File: config.mk
export PLATFORM = sky130hd
export DESIGN_NAME = edge_event_arbiter
export DESIGN_NICKNAME = d
export VERILOG_FILES = /design/src/rtl/edge_event_arbiter.sv
export SDC_FILE = /design/constraint.sdc
export NUM_CORES = 1
export LEC_CHECK = 0
export ABC_CLOCK_PERIOD_IN_PS = 4000
export BUFFER_PORTS_ARGS = -buffer_cell sky130_fd_sc_hd__buf_2
export CORE_MARGIN = 2
export CORE_UTILIZATION = 45
export DETAILED_ROUTE_END_ITERATION = 12
export GPL_ROUTABILITY_DRIVEN = 0
export PLACE_DENSITY = 0.79
export SLEW_MARGIN = 20
export SYNTH_ARGS = -nofsm -noshare
export SYNTH_HDL_FRONTEND = slang
export SYNTH_SLANG_ARGS = --single-unit
export TNS_END_PERCENT = 1
File: constraint.sdc
create_clock -name clk -period 4 [get_ports clk]
set_clock_uncertainty 0.2 [all_clocks]
set_input_delay 0.2 -clock clk [delete_from_list [all_inputs] [get_ports clk]]
set_output_delay 0.2 -clock clk [all_outputs]
set_load 0.02 [all_outputs]
File: src/rtl/edge_event_arbiter.sv
// Rising-edge event capture on N_CH lines with round-robin valid/ready output and sticky overflow flags.
// Define EDGE_ARB_SYNC_EN to put a two-flop synchronizer on every data bit (adds 2 cycles latency).
module edge_event_arbiter #(
    parameter int N_CH = 4,
    parameter int CH_W = $clog2(N_CH)
) (
    input  logic            clk,
    input  logic            rstn,
    input  logic [N_CH-1:0] data,
    input  logic [N_CH-1:0] ch_en,
    output logic            evt_valid,
    input  logic            evt_ready,
    output logic [CH_W-1:0] evt_ch,
    output logic [N_CH-1:0] ovf,
    input  logic [N_CH-1:0] ovf_clr
);

    logic [N_CH-1:0] samp_s;
    logic [N_CH-1:0] s0_r;
    logic [N_CH-1:0] s1_r;
    logic [N_CH-1:0] pend_r;
    logic [N_CH-1:0] ovf_r;
    logic            evt_valid_r;
    logic [CH_W-1:0] evt_ch_r;
    logic [CH_W-1:0] last_grant_r;

    logic [N_CH-1:0] rise_s;
    logic            load_s;
    logic            found_s;
    logic [CH_W-1:0] winner_s;
    logic [N_CH-1:0] grant_mask_s;
    logic [N_CH-1:0] pend_nxt_s;
    logic [N_CH-1:0] ovf_set_s;

`ifdef EDGE_ARB_SYNC_EN
    logic [N_CH-1:0] sync1_r;
    logic [N_CH-1:0] sync2_r;

    // Two-flop synchronizer for asynchronous data inputs.
    always_ff @(posedge clk or negedge rstn) begin
        if (!rstn) begin
            sync1_r <= {N_CH{1'b0}};
            sync2_r <= {N_CH{1'b0}};
        end else begin
            sync1_r <= data;
            sync2_r <= sync1_r;
        end
    end

    assign samp_s = sync2_r;
`else
    assign samp_s = data;
`endif

    assign rise_s = s0_r & ~s1_r & ch_en;
    assign load_s = (!evt_valid_r || evt_ready) && (pend_r != {N_CH{1'b0}});

    // Round-robin search: first pending channel at or after last_grant+1, wrapping.
    always_comb begin
        logic [CH_W:0] idx_v;
        winner_s = {CH_W{1'b0}};
        found_s  = 1'b0;
        for (int k = 1; k <= N_CH; k++) begin
            idx_v = {1'b0, last_grant_r} + (CH_W+1)'(k);
            if (idx_v >= (CH_W+1)'(N_CH)) begin
                idx_v = idx_v - (CH_W+1)'(N_CH);
            end else begin
                idx_v = idx_v;
            end
            if (!found_s && pend_r[idx_v[CH_W-1:0]]) begin
                winner_s = idx_v[CH_W-1:0];
                found_s  = 1'b1;
            end else begin
                found_s  = found_s;
            end
        end
    end

    // Pending/overflow next-state; a rise during a load of the same channel re-pends it.
    always_comb begin
        if (load_s) begin
            grant_mask_s = {{(N_CH-1){1'b0}}, 1'b1} << winner_s;
        end else begin
            grant_mask_s = {N_CH{1'b0}};
        end
        pend_nxt_s = (pend_r & ~grant_mask_s) | rise_s;
        ovf_set_s  = rise_s & pend_r & ~grant_mask_s;
    end

    // Sampling pipeline, pending latch, sticky overflow and output register.
    always_ff @(posedge clk or negedge rstn) begin
        if (!rstn) begin
            s0_r         <= {N_CH{1'b0}};
            s1_r         <= {N_CH{1'b0}};
            pend_r       <= {N_CH{1'b0}};
            ovf_r        <= {N_CH{1'b0}};
            evt_valid_r  <= 1'b0;
            evt_ch_r     <= {CH_W{1'b0}};
            last_grant_r <= CH_W'(N_CH-1);
        end else begin
            s0_r   <= samp_s;
            s1_r   <= s0_r;
            pend_r <= pend_nxt_s;
            ovf_r  <= (ovf_r & ~ovf_clr) | ovf_set_s;
            if (load_s) begin
                evt_valid_r  <= 1'b1;
                evt_ch_r     <= winner_s;
                last_grant_r <= winner_s;
            end else if (evt_valid_r && evt_ready) begin
                evt_valid_r  <= 1'b0;
            end else begin
                evt_valid_r  <= evt_valid_r;
            end
        end
    end

    assign evt_valid = evt_valid_r;
    assign evt_ch    = evt_ch_r;
    assign ovf       = ovf_r;

endmodule

; ---- Word level (Yosys, flattened, before mapping)
; Cells that the tools add are included.
[totals]
regBits = 21
latch_bits = 0
ram_bits = 0
romBits = 0
out_inout_bits = 7
word_cells = 69
n_memories = 0
[classes]
addsub = 8
multipliers = 0
n_div = 0
order_cmp = 8
n_eq_ne = 0
shifts = 1
muxes = 22
bitwise_logic = 11
reduce_logical = 12
[ops]
columns = cell, n
row1 = $and A4 B4 Y4, 6
row2 = $mux W2, 8
row3 = $ge A3 B3 Y1 const B, 4
row4 = $lt A2 B3 Y1 const B, 4
row5 = $not A4 Y4, 3
row6 = $mux W1, 9
row7 = $bmux W1 S2, 4
row8 = $or A4 B4 Y4, 2
row9 = $sub A2 B1 Y2 const B, 4
row10 = $add A2 B2 Y3 const B, 2
row11 = $logic_and A1 B1 Y1, 5
row12 = $logic_not A1 Y1, 4
row13 = $mux W4, 1
row14 = $reduce_bool A4 Y1, 1
row15 = $shl A1 B2 Y4 const A, 1
row16 = $add A2 B1 Y3 const B, 1
row17 = $add A2 B3 Y3 const B, 1
row18 = $reduce_bool A2 Y1, 1
row19 = $logic_or A1 B1 Y1, 1

; ---- Depth between registers and ports, before layout
[depth]
depth_word = 20
ltp_mapped = 5
depth_no_buf = 4

; ---- Least setup slack after synthesis
; OpenSTA, ideal clock, no wires.
[synth_timing]
path_kind = reg-to-reg
from = reg last_grant_r[0]
to = reg evt_ch_r[0], in the netlist evt_ch[0]
setup_time_ps = 130
t_arrival_ps = 1371
required_time_ps = 3670
slack_ps = 2299
stages_incl_launch_ff = 6
period_less_slack_ps = 1701
path_cell_list = dfstp_2 > and2b_1 > o21ai_0 > and3_1 > buf_2 > a21oi_1
[synth_via]
elab_chain_len = 15
[synth_lines]
columns = item, line_no
row1 = "start, declared", 25  ; logic [CH_W-1:0] last_grant_r;
row2 = "start signal, assigned", 99  ; last_grant_r <= CH_W'(N_CH-1);
row3 = "start signal, assigned", 108  ; last_grant_r <= winner_s;
row4 = $add A2 B1 Y3, 64  ; idx_v = {1'b0, last_grant_r} + (CH_W+1)'(k);
row5 = $ge A3 B3 Y1 / $sub A2 B1 Y2 (equally long branches), "65, 66"
row6 = $mux W2, 65  ; if (idx_v >= (CH_W+1)'(N_CH)) begin
row7 = $bmux W1 S2, 70  ; if (!found_s && pend_r[idx_v[CH_W-1:0]]) begin
row8 = $mux W1 (implied by the code), 70
row9 = $mux W1, 70
row10 = $logic_not A1 Y1, 70
row11 = $logic_and A1 B1 Y1, 70
row12 = $mux W1, 70
row13 = $logic_not A1 Y1, 70
row14 = $logic_and A1 B1 Y1, 70
row15 = $mux W1, 70
row16 = $logic_not A1 Y1, 70
row17 = $logic_and A1 B1 Y1, 70
row18 = $mux W2 (*), 70
row19 = "end signal, assigned", 98  ; evt_ch_r <= {CH_W{1'b0}};
row20 = "end signal, assigned", 107  ; evt_ch_r <= winner_s;
row21 = "end, declared", 24  ; logic [CH_W-1:0] evt_ch_r;
; Every way passes the cells marked *; elsewhere a longest branch is shown, timed or not. The select of a mux whose other input is x is not followed.
; A chain may end at the register's enable or synchronous reset.

; ---- Worst setup path after layout
[layout_timing]
from = reg last_grant_r[0]
to = reg ovf_r[0], in the netlist ovf[0]
[layout_via]
elab_chain_len = 20
[layout_lines]
columns = item, line_no
row1 = $add A2 B1 Y3, 64
row2 = $ge A3 B3 Y1 / $sub A2 B1 Y2 (equally long branches), "65, 66"
row3 = $mux W2, 65
row4 = $bmux W1 S2, 70
row5 = $mux W1 (implied by the code), 70
row6 = $mux W1, 70
row7 = $logic_not A1 Y1, 70
row8 = $logic_and A1 B1 Y1, 70
row9 = (+4 left out), n/a
row10 = $logic_not A1 Y1, 70
row11 = $logic_and A1 B1 Y1, 70
row12 = $mux W2 (*), 70
row13 = $shl A1 B2 Y4 (*), 82  ; grant_mask_s = {{(N_CH-1){1'b0}}, 1'b1} << winner_s;
row14 = $mux W4 (*), 81  ; if (load_s) begin
row15 = $not A4 Y4 (*), 87  ; ovf_set_s = rise_s & pend_r & ~grant_mask_s;
row16 = $and A4 B4 Y4 (*), 87
row17 = $or A4 B4 Y4 (*), 104  ; ovf_r <= (ovf_r & ~ovf_clr) | ovf_set_s;
row18 = "end signal, assigned", 96  ; ovf_r <= {N_CH{1'b0}};
row19 = "end signal, assigned", 104
row20 = "end, declared", 22  ; logic [N_CH-1:0] ovf_r;
; Marked as above.

==> impl_metrics.tcl <==
set metrics [dict create \
    outcome "completed" \
    start_util_pct 49.0 \
    core_region_area_sq_um 1780 \
    cts-root-buf "clkbuf_4" \
    setup_tns_ns 0 \
    timing.max_cap.violations 0 \
    synth-seq-area-share_pct 60.5 \
    layout_common_cells "buf_2 (21), dfrtp_1 (19), dlygate4sd3_1 (10)" \
    clk_pin_slew_ns 0.11 \
    synthesis.nets 96 \
    die-area_sq_um 2310 \
    synth_area_sq_um 873 \
    htree_levels 1 \
    io_buffers 21 \
    synthCells 81 \
    dp_cells 125 \
    diodes 0 \
    tightest_slew_ns 0.470 \
    dp_hpwl_um 1200 \
    cts_setup_buffers 0 \
    crit_path_start_kind "register" \
    grt_pass1_wl_um 2970 \
    rows 15 \
    holdWs_ns 0.00961 \
    final_cell_count_no_fill 139 \
    ios 22 \
    worstPathMaxFanout 6 \
    vdd.ir_drop.worst_mv 0.320 \
    max_stage_delay_ns 0.58 \
    ys_types 24 \
    cts_tree "yes" \
    grt_usage_pct 19.1 \
    drive_gt1_share_pct 24.6 \
    cp_slowest_cell "dfstp_2" \
    antenna_found_initial 0 \
    end_kind "register" \
    placed_cell_area_sq_um 997 \
    clk_latency_ns 0.30 \
    crit_buf_inv 0 \
    clk_path_buf_depth 2 \
    nets 130 \
    drc 0 \
    ys_seq_elements 21 \
    design_area_sq_um 1120 \
    crit_type "reg -> reg" \
    globalRouteOverflowTotal 0 \
    ys_warn_count 0 \
    die_w_um 48.1 \
    via_count 741 \
    max_freq_mhz 526 \
    vias_per_cell 5.33 \
    period_share_pct 47.5 \
    r2r_setup_slack_ns 2.10 \
    setup-violations-final 0 \
    grt_max_degree 22 \
    routedWlPerCell_um 12.9 \
    first_global_vias 750 \
    critical-path-top-delay-family "flip-flops" \
    finalCriticalPeriod_ns 1.90 \
    cts_buffers 3 \
    final_common_cell "buf_2" \
    hold_class "in -> reg" \
    area_delta_synth_final_pct 28.7 \
    drt_iter0_markers 18 \
    die_y_um 48.1 \
    relSlewSlack_pct 68.4 \
    slew_viol_final 0 \
    path_cells "and2b_1 -> o21ai_0 -> and3_1 -> a21oi_1" \
    p_leak_nw 0.529 \
    dr.pass1.iters 4 \
    cp.required_ns 3.98 \
    drtAntennaViolNets 0 \
    syn_avg_cell_area_sq_um 10.8 \
    cts_sinks 21 \
    routed_wl_um 1790 \
    rsz0062_at_grt "no" \
    cellPowerDensity_nw_per_um2 664 \
    hold_viol 0 \
    worstPathArrival_ns 1.89 \
]
[final cells by class]
class,count,area [sq um]
multi-input combinational,53,314
inverter,5,18.8
tap,25,31.3
fill,140,659
clock buffer,4,26.3
timing repair buffer,31,205
sequential,21,528
[timing repair]
action | CTS | global route
hold buffers | 10 | 0
hold endpoints to repair | 30 | 0
resized for setup | 0 | 0
endpoints found under the setup margin | 0 | 0
[path summary, 6_finish.rpt]
path / from / end / cells past startpoint
hold / removal: ovf_clr[2] / ovf[2] / 4
hold reg to reg: s0_r[1] / s1_r[1] / 0
setup / recovery: last_grant_r[0] / ovf[0] / 4
setup reg to reg: last_grant_r[0] / ovf[0] / 4
max in group asynchronous: rstn / last_grant_r[1] / 2
min in group asynchronous: rstn / s1_r[3] / 2
[flip-flops by register name, indices dropped and copies added (netlist names)]
name / flops
evt_ch: 2
evt_valid: 1
last_grant_r: 2
ovf: 4
pend_r: 4
s0_r: 4
s1_r: 4
[power breakdown]
group | switching (W) | total [W] | leakage (nW) | internal [W]
registers | 0.0000629 | 0.000339 | 0.247 | 0.000276
clock network | 0.0000616 | 0.000101 | 0.0150 | 0.0000389
logic | 0.000173 | 0.000306 | 0.267 | 0.000133
[logic make-up (layout without fill, tap and decap cells)]
group	count (synthesis)	after routing	share of synthesized area (%)
AO/OA/AOI/OAI	24	24	19.2
buffers and inverters	7	40	3.58
flip-flops	21	21	60.5
AND/OR/NAND/NOR	29	29	16.8
[synth_stat cells]
cell,number,area [sq um]
o21ai_0,3,15.0
a21o_1,4,30.0
and2b_1,1,7.51
nor3_1,4,20.0
nand2_1,6,22.5
nor4_1,1,6.26
buf_2,1,5.00
nand2b_1,1,6.26
dfrtp_1,19,475
a311oi_2,1,15.0
nor2b_1,3,18.8
or2b_1,1,7.51
dfstp_2,2,52.6
nor2_1,8,30.0
or3_1,2,12.5
or3b_1,1,8.76
and3_1,1,6.26
a311oi_1,1,8.76
a21oi_1,9,45.0
buf_4,1,7.51
o221a_4,1,20.0
o22ai_1,4,25.0
o221ai_1,1,8.76
inv_1,5,18.8
[worst register-to-register path, delay by kind of cell (launching register included)]
family	cells	cell delay, ns
flops	1	0.58
simple gates	2	0.58
compound gates	2	0.43
[layer usage]
layer | share of wire [%] | vias up | wire (um) | GRT usage [%]
li1 | - | 351 | - | -
met1 | 41 | 359 | 729 | 20.0
met2 | 52 | 26 | 936 | 34.9
met3 | 5.0 | 5 | 89 | 5.28
met4 | 2.0 | 0 | 36 | 9.19
met5 | 0 | - | 0 | 0
[through the flow]
step | worst slack (ns) | utilization [%] | total power, W
floorplan | 2.30 | - | 0.000561
global placement | 2.16 | 55.9 | 0.000616
detailed placement | 2.14 | 55.9 | 0.000635
CTS | 2.11 | 63.0 | 0.000744
global route | 2.00 | 63.0 | 0.000795
finish | 2.10 | 63.0 | 0.000746
No activity file was read; power rests on OpenSTA's default activity.
